**src/rtl/spi_rx_pkg.sv**
```systemverilog
// Shared definitions for the SPI input receiver: FSM state codes, rdata bit
// positions, the CPU-visible address and a helper that packs the read word.
package spi_rx_pkg;

    typedef enum logic [0:0] {
        SPIRX_IDLE  = 1'b0,
        SPIRX_SHIFT = 1'b1
    } spirx_state_e;

    // Bit positions inside the 32-bit read word
    localparam int RX_BYTE_MSB = 7;
    localparam int RX_BYTE_LSB = 0;
    localparam int RX_DC       = 8;
    localparam int RX_VALID    = 9;
    localparam int RX_OVF      = 10;
    localparam int RX_FERR     = 11;

    // FIFO entry: {dc, byte}
    localparam int RX_ENTRY_W  = 9;

    // Memory-mapped location of the receive word (decoded as cs6 at the top)
    localparam logic [31:0] RX_ADDR = 32'hff10;

    // Build {20'h0, ferr, ovf, valid, dc, byte} from the flags and FIFO head
    function automatic logic [31:0] pack_rdata(
        input logic                  ferr,
        input logic                  ovf,
        input logic                  valid,
        input logic [RX_ENTRY_W-1:0] entry
    );
        logic [31:0] word;
        word                          = 32'h0000_0000;
        word[RX_FERR]                 = ferr;
        word[RX_OVF]                  = ovf;
        word[RX_VALID]                = valid;
        word[RX_DC]                   = entry[8];
        word[RX_BYTE_MSB:RX_BYTE_LSB] = entry[7:0];
        return word;
    endfunction

endpackage

```
**src/rtl/spi_rx_fifo.sv**
```systemverilog
// Small synchronous FIFO holding {dc, byte} entries. A push while full is
// accepted only if a pop happens in the same cycle; the head reads as zero
// when the FIFO is empty.
module spi_rx_fifo
    import spi_rx_pkg::*;
#(
    parameter int DEPTH = 4
) (
    input  logic                  clk,
    input  logic                  reset,
    input  logic                  push,
    input  logic                  pop,
    input  logic [RX_ENTRY_W-1:0] din,
    output logic [RX_ENTRY_W-1:0] dout,
    output logic                  full,
    output logic                  empty
);

    localparam int AW = $clog2(DEPTH);

    logic [AW-1:0]         wr_ptr_q, wr_ptr_d;
    logic [AW-1:0]         rd_ptr_q, rd_ptr_d;
    logic [AW:0]           count_q,  count_d;
    logic [RX_ENTRY_W-1:0] mem_q [DEPTH];
    logic                  wr_en_s;
    logic                  rd_en_s;

    assign empty = (count_q == {(AW+1){1'b0}});
    assign full  = (count_q == (AW+1)'(DEPTH));
    assign dout  = empty ? {RX_ENTRY_W{1'b0}} : mem_q[rd_ptr_q];

    // Qualify strobes and compute next pointers and occupancy
    always_comb begin
        rd_en_s  = pop && !empty;
        wr_en_s  = push && (!full || rd_en_s);
        wr_ptr_d = wr_ptr_q;
        rd_ptr_d = rd_ptr_q;
        count_d  = count_q;
        if (wr_en_s) begin
            wr_ptr_d = wr_ptr_q + AW'(1);
        end else begin
            wr_ptr_d = wr_ptr_q;
        end
        if (rd_en_s) begin
            rd_ptr_d = rd_ptr_q + AW'(1);
        end else begin
            rd_ptr_d = rd_ptr_q;
        end
        case ({wr_en_s, rd_en_s})
            2'b10:   count_d = count_q + (AW+1)'(1);
            2'b01:   count_d = count_q - (AW+1)'(1);
            default: count_d = count_q;
        endcase
    end

    // Pointer and occupancy registers, cleared asynchronously
    always_ff @(posedge clk or posedge reset) begin
        if (reset) begin
            wr_ptr_q <= {AW{1'b0}};
            rd_ptr_q <= {AW{1'b0}};
            count_q  <= {(AW+1){1'b0}};
        end else begin
            wr_ptr_q <= wr_ptr_d;
            rd_ptr_q <= rd_ptr_d;
            count_q  <= count_d;
        end
    end

    // Entry storage; contents beyond the occupancy are never observed
    always_ff @(posedge clk) begin
        if (wr_en_s) begin
            mem_q[wr_ptr_q] <= din;
        end
    end

endmodule

```
**src/rtl/spi_rx.sv**
```systemverilog
// SPI 8-bit input receiver. Synchronises the SPI bus into clk, assembles
// MSB-first bytes tagged with D/C, buffers them in a FIFO and exposes the
// head plus sticky overflow/framing flags as one CPU-readable word.
module spi_rx
    import spi_rx_pkg::*;
#(
    parameter int DEPTH       = 4,
    parameter int SYNC_STAGES = 2
) (
    input  logic        clk,
    input  logic        reset,
    input  logic        cs_,
    input  logic        sck,
    input  logic        sdi,
    input  logic        dc_,
    input  logic        rd,
    output logic [31:0] rdata,
    output logic        irq
);

    logic [SYNC_STAGES-1:0] cs_sync_q,  cs_sync_d;
    logic [SYNC_STAGES-1:0] sck_sync_q, sck_sync_d;
    logic [SYNC_STAGES-1:0] sdi_sync_q, sdi_sync_d;
    logic [SYNC_STAGES-1:0] dc_sync_q,  dc_sync_d;
    logic                   cs_hist_q,  sck_hist_q;

    logic cs_s, sck_s, sdi_s, dc_s;
    logic cs_fall_s, cs_rise_s, sck_rise_s;

    spirx_state_e          state_q,  state_d;
    logic [2:0]            bitcnt_q, bitcnt_d;
    logic [7:0]            shreg_q,  shreg_d;
    logic                  ferr_q,   ferr_d;
    logic                  ovf_q,    ovf_d;
    logic                  push_s;
    logic                  ferr_set_s;
    logic                  ovf_set_s;
    logic                  pop_s;
    logic [RX_ENTRY_W-1:0] push_data_s;
    logic [RX_ENTRY_W-1:0] head_s;
    logic                  fifo_full_s, fifo_empty_s;

    assign cs_s  = cs_sync_q[SYNC_STAGES-1];
    assign sck_s = sck_sync_q[SYNC_STAGES-1];
    assign sdi_s = sdi_sync_q[SYNC_STAGES-1];
    assign dc_s  = dc_sync_q[SYNC_STAGES-1];

    assign cs_fall_s  = !cs_s && cs_hist_q;
    assign cs_rise_s  = cs_s && !cs_hist_q;
    assign sck_rise_s = sck_s && !sck_hist_q;

    // Shift each asynchronous input one stage deeper into the clk domain
    always_comb begin
        cs_sync_d  = {cs_sync_q[SYNC_STAGES-2:0],  cs_};
        sck_sync_d = {sck_sync_q[SYNC_STAGES-2:0], sck};
        sdi_sync_d = {sdi_sync_q[SYNC_STAGES-2:0], sdi};
        dc_sync_d  = {dc_sync_q[SYNC_STAGES-2:0],  dc_};
    end

    // Synchroniser and edge-history flops; idle bus is cs_=1, sck=1
    always_ff @(posedge clk or posedge reset) begin
        if (reset) begin
            cs_sync_q  <= {SYNC_STAGES{1'b1}};
            sck_sync_q <= {SYNC_STAGES{1'b1}};
            sdi_sync_q <= {SYNC_STAGES{1'b0}};
            dc_sync_q  <= {SYNC_STAGES{1'b0}};
            cs_hist_q  <= 1'b1;
            sck_hist_q <= 1'b1;
        end else begin
            cs_sync_q  <= cs_sync_d;
            sck_sync_q <= sck_sync_d;
            sdi_sync_q <= sdi_sync_d;
            dc_sync_q  <= dc_sync_d;
            cs_hist_q  <= cs_s;
            sck_hist_q <= sck_s;
        end
    end

    // Frame FSM: shift on sck rise, push every 8th bit, flag partial bytes
    always_comb begin
        state_d     = state_q;
        bitcnt_d    = bitcnt_q;
        shreg_d     = shreg_q;
        push_s      = 1'b0;
        ferr_set_s  = 1'b0;
        case (state_q)
            SPIRX_IDLE: begin
                if (cs_fall_s) begin
                    state_d  = SPIRX_SHIFT;
                    bitcnt_d = 3'd0;
                end else begin
                    state_d  = SPIRX_IDLE;
                end
            end
            SPIRX_SHIFT: begin
                if (sck_rise_s) begin
                    shreg_d = {shreg_q[6:0], sdi_s};
                    if (bitcnt_q == 3'd7) begin
                        push_s   = 1'b1;
                        bitcnt_d = 3'd0;
                    end else begin
                        bitcnt_d = bitcnt_q + 3'd1;
                    end
                end else begin
                    shreg_d = shreg_q;
                end
                // A byte completed in this same cycle is pushed, not flagged
                if (cs_rise_s) begin
                    state_d = SPIRX_IDLE;
                    if (bitcnt_d != 3'd0) begin
                        ferr_set_s = 1'b1;
                    end else begin
                        ferr_set_s = 1'b0;
                    end
                    bitcnt_d = 3'd0;
                end else begin
                    state_d = SPIRX_SHIFT;
                end
            end
            default: begin
                state_d  = SPIRX_IDLE;
                bitcnt_d = 3'd0;
            end
        endcase
        push_data_s = {dc_s, shreg_d};
    end

    // Sticky flags: a new event wins over a read-clear in the same cycle
    always_comb begin
        pop_s     = rd && !fifo_empty_s;
        ovf_set_s = push_s && fifo_full_s && !pop_s;
        if (ferr_set_s) begin
            ferr_d = 1'b1;
        end else if (rd) begin
            ferr_d = 1'b0;
        end else begin
            ferr_d = ferr_q;
        end
        if (ovf_set_s) begin
            ovf_d = 1'b1;
        end else if (rd) begin
            ovf_d = 1'b0;
        end else begin
            ovf_d = ovf_q;
        end
    end

    // FSM, shifter and flag registers
    always_ff @(posedge clk or posedge reset) begin
        if (reset) begin
            state_q  <= SPIRX_IDLE;
            bitcnt_q <= 3'd0;
            shreg_q  <= 8'h00;
            ferr_q   <= 1'b0;
            ovf_q    <= 1'b0;
        end else begin
            state_q  <= state_d;
            bitcnt_q <= bitcnt_d;
            shreg_q  <= shreg_d;
            ferr_q   <= ferr_d;
            ovf_q    <= ovf_d;
        end
    end

    spi_rx_fifo #(
        .DEPTH (DEPTH)
    ) u_fifo (
        .clk   (clk),
        .reset (reset),
        .push  (push_s),
        .pop   (rd),
        .din   (push_data_s),
        .dout  (head_s),
        .full  (fifo_full_s),
        .empty (fifo_empty_s)
    );

    assign rdata = pack_rdata(ferr_q, ovf_q, !fifo_empty_s, head_s);
    assign irq   = !fifo_empty_s;

endmodule

```
**config.mk**
```make
export PLATFORM = sky130hd
export DESIGN_NAME = spi_rx
export DESIGN_NICKNAME = d
export VERILOG_FILES = /design/src/rtl/spi_rx_pkg.sv /design/src/rtl/spi_rx_fifo.sv /design/src/rtl/spi_rx.sv
export SDC_FILE = /design/constraint.sdc
export NUM_CORES = 1
export LEC_CHECK = 0
export CAP_MARGIN = 20
export CORE_MARGIN = 2
export CORE_UTILIZATION = 58
export CTS_CLUSTER_DIAMETER = 60
export CTS_CLUSTER_SIZE = 30
export DETAILED_ROUTE_END_ITERATION = 7
export PLACE_DENSITY = 0.94
export SYNTH_ARGS = -nofsm -noshare
export SYNTH_HDL_FRONTEND = slang
export SYNTH_SLANG_ARGS = --single-unit
```
**constraint.sdc**
```tcl
create_clock -name clk -period 7.3 [get_ports clk]
set_clock_uncertainty 0.15 [all_clocks]
set_input_delay 1.46 -clock clk [delete_from_list [all_inputs] [get_ports clk]]
set_output_delay 1.46 -clock clk [all_outputs]
set_load 0.01 [all_outputs]
```
### After elaboration in Yosys (flattened, before gate mapping)

Memories as Yosys holds them, arrays and structs flattened.
Index checks and enable logic that the tools add are counted.

| operators by class | value |
|---|---|
| $add $sub $neg | 5 |
| eq/ne operators | 5 |
| multiplexer cells | 24 |
| bitwise gates (word level) | 1 |
| reductions and logical operators | 19 |

Operator list:

| cell | number |
|---|---|
| $mux W8 | 2 |
| $mux W3 | 5 |
| $mux W1 | 13 |
| $pmux W3 S2 | 2 |
| $mux W9 | 1 |
| $logic_and A1 B1 Y1 | 7 |
| $add A3 B1 Y3 const B | 2 |
| $eq A3 B3 Y1 const B | 2 |
| $logic_not A1 Y1 | 6 |
| $reduce_bool A2 Y1 | 3 |
| $add A2 B1 Y2 const B | 2 |
| $logic_not A3 Y1 | 1 |
| $reduce_bool A3 Y1 | 1 |
| $sub A3 B1 Y3 const B | 1 |
| $eq A2 B1 Y1 const B | 1 |
| $eq A2 B2 Y1 const B | 1 |
| $ne A2 B2 Y1 const B | 1 |
| $pmux W1 S2 | 1 |
| $logic_or A1 B1 Y1 | 1 |
| $not A1 Y1 | 1 |

| word-level totals | value |
|---|---|
| bits in registers | 31 |
| bits in writable memories | 36 |
| memories | 1 |

Memory list:

| name | words | width | rd ports | clocked after memory_dff | wr ports | RTL line | RTL |
|---|---|---|---|---|---|---|---|
| u_fifo.mem_q | 4 | 9 | 1 | 0 | 1 | spi_rx_fifo.sv:24 | `logic [RX_ENTRY_W-1:0] mem_q [DEPTH];` |

### Logic depth before layout (Yosys ltp)

| depth | value |
|---|---|
| depth in word-level cells | 9 |
| depth in mapped cells | 11 |
| gate-level depth less buffers | 10 |

### Cells and area by module

From an unflattened synthesis, not the netlist that was laid out.

| unflattened totals | value |
|---|---|
| cell total of the unflattened synthesis | 204 |
| area, all modules | 2,970.3 um2 |

Modules (own cells, without submodules):

| module | instances | cells an instance | area each (um2) | seq. area each (um2) |
|---|---|---|---|---|
| spi_rx_fifo | 1 | 112 | 1,875.5 | 1,256.2 |
| spi_rx | 1 | 92 | 1,094.8 | 608.1 |

### Worst setup path before layout

Ideal clock, no wire load.

| timing path | value |
|---|---|
| path type | input -> register |
| start | in rd |
| end | reg u_fifo.count_q[2] |
| arrival | 3.237 ns |
| setup slack | 3.834 ns |
| stages on the path | 10 |
| cell sequence | or4b_1 > and3_1 > buf_6 > inv_1 > ha_1 > inv_1 > fa_1 > xor2_1 > nor2_1 > xor2_1 |

| on the way | value |
|---|---|
| word-level cells in the longest chain between the ends | 5 |

Ends and longest elaborated chain:

| item | RTL line | RTL |
|---|---|---|
| start, declared | spi_rx.sv:16 | `input logic rd,` |
| $logic_and A1 B1 Y1 (*) | spi_rx_fifo.sv:34 | `rd_en_s = pop && !empty;` |
| $logic_or A1 B1 Y1 | spi_rx_fifo.sv:35 | `wr_en_s = push && (!full \|\| rd_en_s);` |
| $logic_and A1 B1 Y1 | spi_rx_fifo.sv:35 |  |
| $eq A2 B1 Y1 / $eq A2 B2 Y1 (equally long branches) | spi_rx_fifo.sv:49 | `case ({wr_en_s, rd_en_s})` |
| $pmux W3 S2 / $reduce_bool A2 Y1 (equally long branches) | - |  |
| end signal, assigned | spi_rx_fifo.sv:61 | `count_q <= {(AW+1){1'b0}};` |
| end signal, assigned | spi_rx_fifo.sv:65 | `count_q <= count_d;` |
| end, declared | spi_rx_fifo.sv:23 | `logic [AW:0] count_q, count_d;` |

Mark *: on every way between the ends. The rest lies on a longest branch, timed or not.
A chain may end at the register's enable or synchronous reset.

### Worst setup path in the final report

| timing path | value |
|---|---|
| start | reg u_fifo.rd_ptr_q[0] |
| end | out rdata[0] |

| on the way | value |
|---|---|
| word-level cells in the longest chain between the ends | 2 |

Ends and longest elaborated chain:

| item | RTL line | RTL |
|---|---|---|
| start, declared | spi_rx_fifo.sv:22 | `logic [AW-1:0] rd_ptr_q, rd_ptr_d;` |
| start signal, assigned | spi_rx_fifo.sv:60 | `rd_ptr_q <= {AW{1'b0}};` |
| start signal, assigned | spi_rx_fifo.sv:64 | `rd_ptr_q <= rd_ptr_d;` |
| $mem_v2 Z4 W9 | - |  |
| $mux W9 | spi_rx_fifo.sv:30 | `assign dout = empty ? {RX_ENTRY_W{1'b0}} : mem_q[rd_ptr_q];` |
| end, declared | spi_rx.sv:17 | `output logic [31:0] rdata,` |

No other way between the ends.

==> insert_results.sql <==
INSERT INTO impl_metrics (metric_group, metric, value, unit) VALUES
('timing', 'maxSlewHeadroom', '0.576', ''),
('place', 'buffer_ports.inserted', '19', ''),
('critical_path', 'timing.setup.critical_path_class', 'register to output port', ''),
('routing', 'dr_total_vias', '1399', ''),
('critical_path', 'worst_setup_path_start_kind', 'register', ''),
('logic_synthesis', 'post-synth-top-count-cell', 'edfxtp_1', ''),
('min_path', 'hp-class', 'register to register', ''),
('routing', 'drc_errors', '0', ''),
('critical_path', 'worst_ep_required_time', '5690', 'ps'),
('timing', 'achievable-frequency', '253', 'MHz'),
('final_layout', 'postLayoutCoreUtil', '0.679', ''),
('logic_synthesis', 'synth_common_cells', 'edfxtp_1 (36), dfrtp_1 (25), buf_4 (23)', ''),
('logic_synthesis', 'synthArstFlopShare', '0.463', ''),
('final_layout', 'layout-drive-gt1-share', '0.197', ''),
('run', 'drv_cap', '0', ''),
('routing', 'wl', '4250', 'µm'),
('clock_network', 'worst_skew_pair.late_latency', '340', 'ps'),
('logic_synthesis', 'synth-seq-area-share', '0.647', ''),
('power', 'p_int', '0.000825', 'W'),
('timing', 'grt_setup_unrepaired', 'no', ''),
('floorplan', 'floorplan.initialDensity', '0.606', ''),
('routing', 'final_antenna_net_count', '0', ''),
('logic_synthesis', 'synth_cell_type_count', '37', ''),
('grt', 'grt_antenna_before_repair', '0', ''),
('clock_network', 'clock_tree_from_tritoncts', 'yes', ''),
('outcome', 'run_status', 'finished clean', ''),
('critical_path', 'crit_fanout', '11', ''),
('logic_synthesis', 'postSynthRegisterBits', '67', ''),
('critical_path', 'critPathLaunch', 'u_fifo.rd_ptr_q[0]$_DFFE_PP0P_', ''),
('power', 'sw_frac_of_total', '0.270', ''),
('power', 'comb_power_share', '0.255', ''),
('final_layout', 'filler_cell_count', '327', ''),
('logic_synthesis', 'synth_edf_count', '36', ''),
('critical_path', 'ff_to_ff_path_depth', '9', ''),
('grt', 'final_global_route_overflow_total', '0', ''),
('routing', 'drt_first_iter_violations', '111', ''),
('floorplan', 'dieArea', '5550', 'µm²'),
('place', 'hpwl', '2860', 'µm'),
('floorplan', 'vertical_die_dimension', '74.5', 'µm'),
('place', 'numPlacedInstances', '264', ''),
('logic_synthesis', 'synth.cell_area', '2880', 'µm²'),
('floorplan', 'placeableCoreArea', '4750', 'µm²'),
('grt', 'first_global_vias', '1347', ''),
('power', 'share_seq_of_total_power', '0.460', ''),
('grt', 'grt_first_pass_wirelength', '6620', 'µm'),
('routing', 'drtPass1Iterations', '4', ''),
('clock_network', 'post_cts_resized', '0', ''),
('clock_network', 'ctsLongestPathBuffers', '2', ''),
('routing', 'via_per_inst', '5.00', ''),
('timing', 'post-route-min-period', '3950', 'ps'),
('power', 'irDropWorstVdd', '0.198', 'mV'),
('clock_network', 'post-cts-setup-buffers', '0', ''),
('timing', 'report.final.setup_viol', '0', ''),
('power', 'p_clk_frac', '0.285', ''),
('clock_network', 'ctsHtreeMaxLevel', '3', ''),
('floorplan', 'boundaryPins', '40', ''),
('timing', 'hold-worst-slack', '208', 'ps'),
('timing', 'period_share', '0.542', ''),
('timing', 'final_max_slew_viol_count', '0', ''),
('logic_synthesis', 'synth_top_area_cell', 'edfxtp_1', ''),
('timing', 'worst_pin_slew', '637', 'ps'),
('critical_path', 'termination_of_the_worst_setup_path', 'rdata[0]', ''),
('critical_path', 'r2r-start', 'u_fifo.count_q[0]$_DFFE_PP0P_', ''),
('logic_synthesis', 'synth_top_area_share', '0.375', ''),
('clock_network', 'clock-sinks', '67', ''),
('grt', 'grt_max_degree', '32', ''),
('power', 'power.density_cell_area', '350', 'nW/µm²'),
('floorplan', 'row_count', '25', ''),
('logic_synthesis', 'synthFlopType', 'edfxtp_1', ''),
('routing', 'route.detailed.wl_per_inst', '15.2', 'µm'),
('clock_network', 'cts-hold-fix-buffers', '0', '');
-- per-layer routing --
layer  vias up  global-route usage  wire (µm)
li1        663                   -          -
met1       686               0.204       1780
met2        45               0.287       2230
met3         5              0.0650        194
met4         0              0.0833         47
met5         -                   0          0
-- cell usage in the layout (no fill, tap or decap), types with 2 or more instances in the layout --
master and instances:
a211oi_1 2, a21oi_1 5, and2_1 11, and2_2 3, bufinv_16 2, clkbuf_8 9, clkdlybuf4s50_1 19, clkinv_1 2
conb_1 20, dfrtp_1 25, dfstp_2 6, edfxtp_1 36, ha_1 7, inv_1 9, mux2_2 8, mux4_2 9
nand2_1 2, nand2b_1 3, nor2_1 5, nor2b_1 3, o21ai_0 3, xnor2_1 3, xor2_1 3
-- per-stage QoR --
step                      worst slack [ps]  instance area [µm²]  power [W]
after floorplan                       3830                 2950   0.000713
after global placement                3350                 3020   0.000802
final                                 3350                 3230    0.00113
after CTS                             3270                 3230    0.00114
after detailed placement              3240                 3020   0.000819
after global routing                  3210                 3230    0.00118
-- worst min-delay path by stage --
stage | start | to | slack, ps | cells after the start
floorplan | dc_sync_q[0]$_DFF_PP0_ | dc_sync_q[1]$_DFF_PP0_ | 180 | 0
global placement | dc_sync_q[0]$_DFF_PP0_ | dc_sync_q[1]$_DFF_PP0_ | 180 | 0
detailed placement | sdi_sync_q[0]$_DFF_PP0_ | sdi_sync_q[1]$_DFF_PP0_ | 200 | 0
CTS | sck_sync_q[0]$_DFF_PP1_ | sck_sync_q[1]$_DFF_PP1_ | 210 | 0
global route | cs_sync_q[0]$_DFF_PP1_ | cs_sync_q[1]$_DFF_PP1_ | 210 | 0
finish | cs_sync_q[0]$_DFF_PP1_ | cs_sync_q[1]$_DFF_PP1_ | 210 | 0
-- kinds of logic (layout without fill, tap and decap cells) --
group	count (synthesis)	after routing	share of synthesized area
compound gates	14	14	0.0300
xor+xnor	6	6	0.0182
fa+ha+maj	8	8	0.0373
buf+inv	38	45	0.0851
flops	67	67	0.647
mux	19	19	0.110
other cells	1	20	0.00130
simple gates	34	34	0.0708
-- power groups by stage --
stage                     combinational [W]  clock [W]  sequential (W)
after floorplan                    0.000222          0        0.000491
after global placement             0.000276          0        0.000526
after detailed placement           0.000290          0        0.000529
after CTS                          0.000291   0.000328        0.000521
after global routing               0.000314   0.000343        0.000528
final                              0.000289   0.000322        0.000520
-- worst max-delay path, stage by stage (launching register included) --
cell	delay (ps)
dfrtp_1	750
mux4_2	590
and2_1	180
clkdlybuf4s50_1	480
-- sequential cells by signal (all words and copies together) (netlist names), 2 cells and up --
| register | cells |
|---|---|
| u_fifo.mem_q | 36 |
| shreg_q | 8 |
| bitcnt_q | 3 |
| u_fifo.count_q | 3 |
| cs_sync_q | 2 |
| dc_sync_q | 2 |
| sck_sync_q | 2 |
| sdi_sync_q | 2 |
| u_fifo.rd_ptr_q | 2 |
| u_fifo.wr_ptr_q | 2 |
-- cell type report --
type | instances | area (µm²) | area share
timing repair buffer | 20 | 198 | 0.0612
sequential | 67 | 1860 | 0.577
clock inverter | 6 | 80.1 | 0.0248
multi-input combinational | 101 | 843 | 0.261
inverter | 9 | 33.8 | 0.0105
clock buffer | 10 | 128 | 0.0395
tap | 67 | 83.8 | 0.0259
Note: power is estimated with default switching activity, not from simulation.
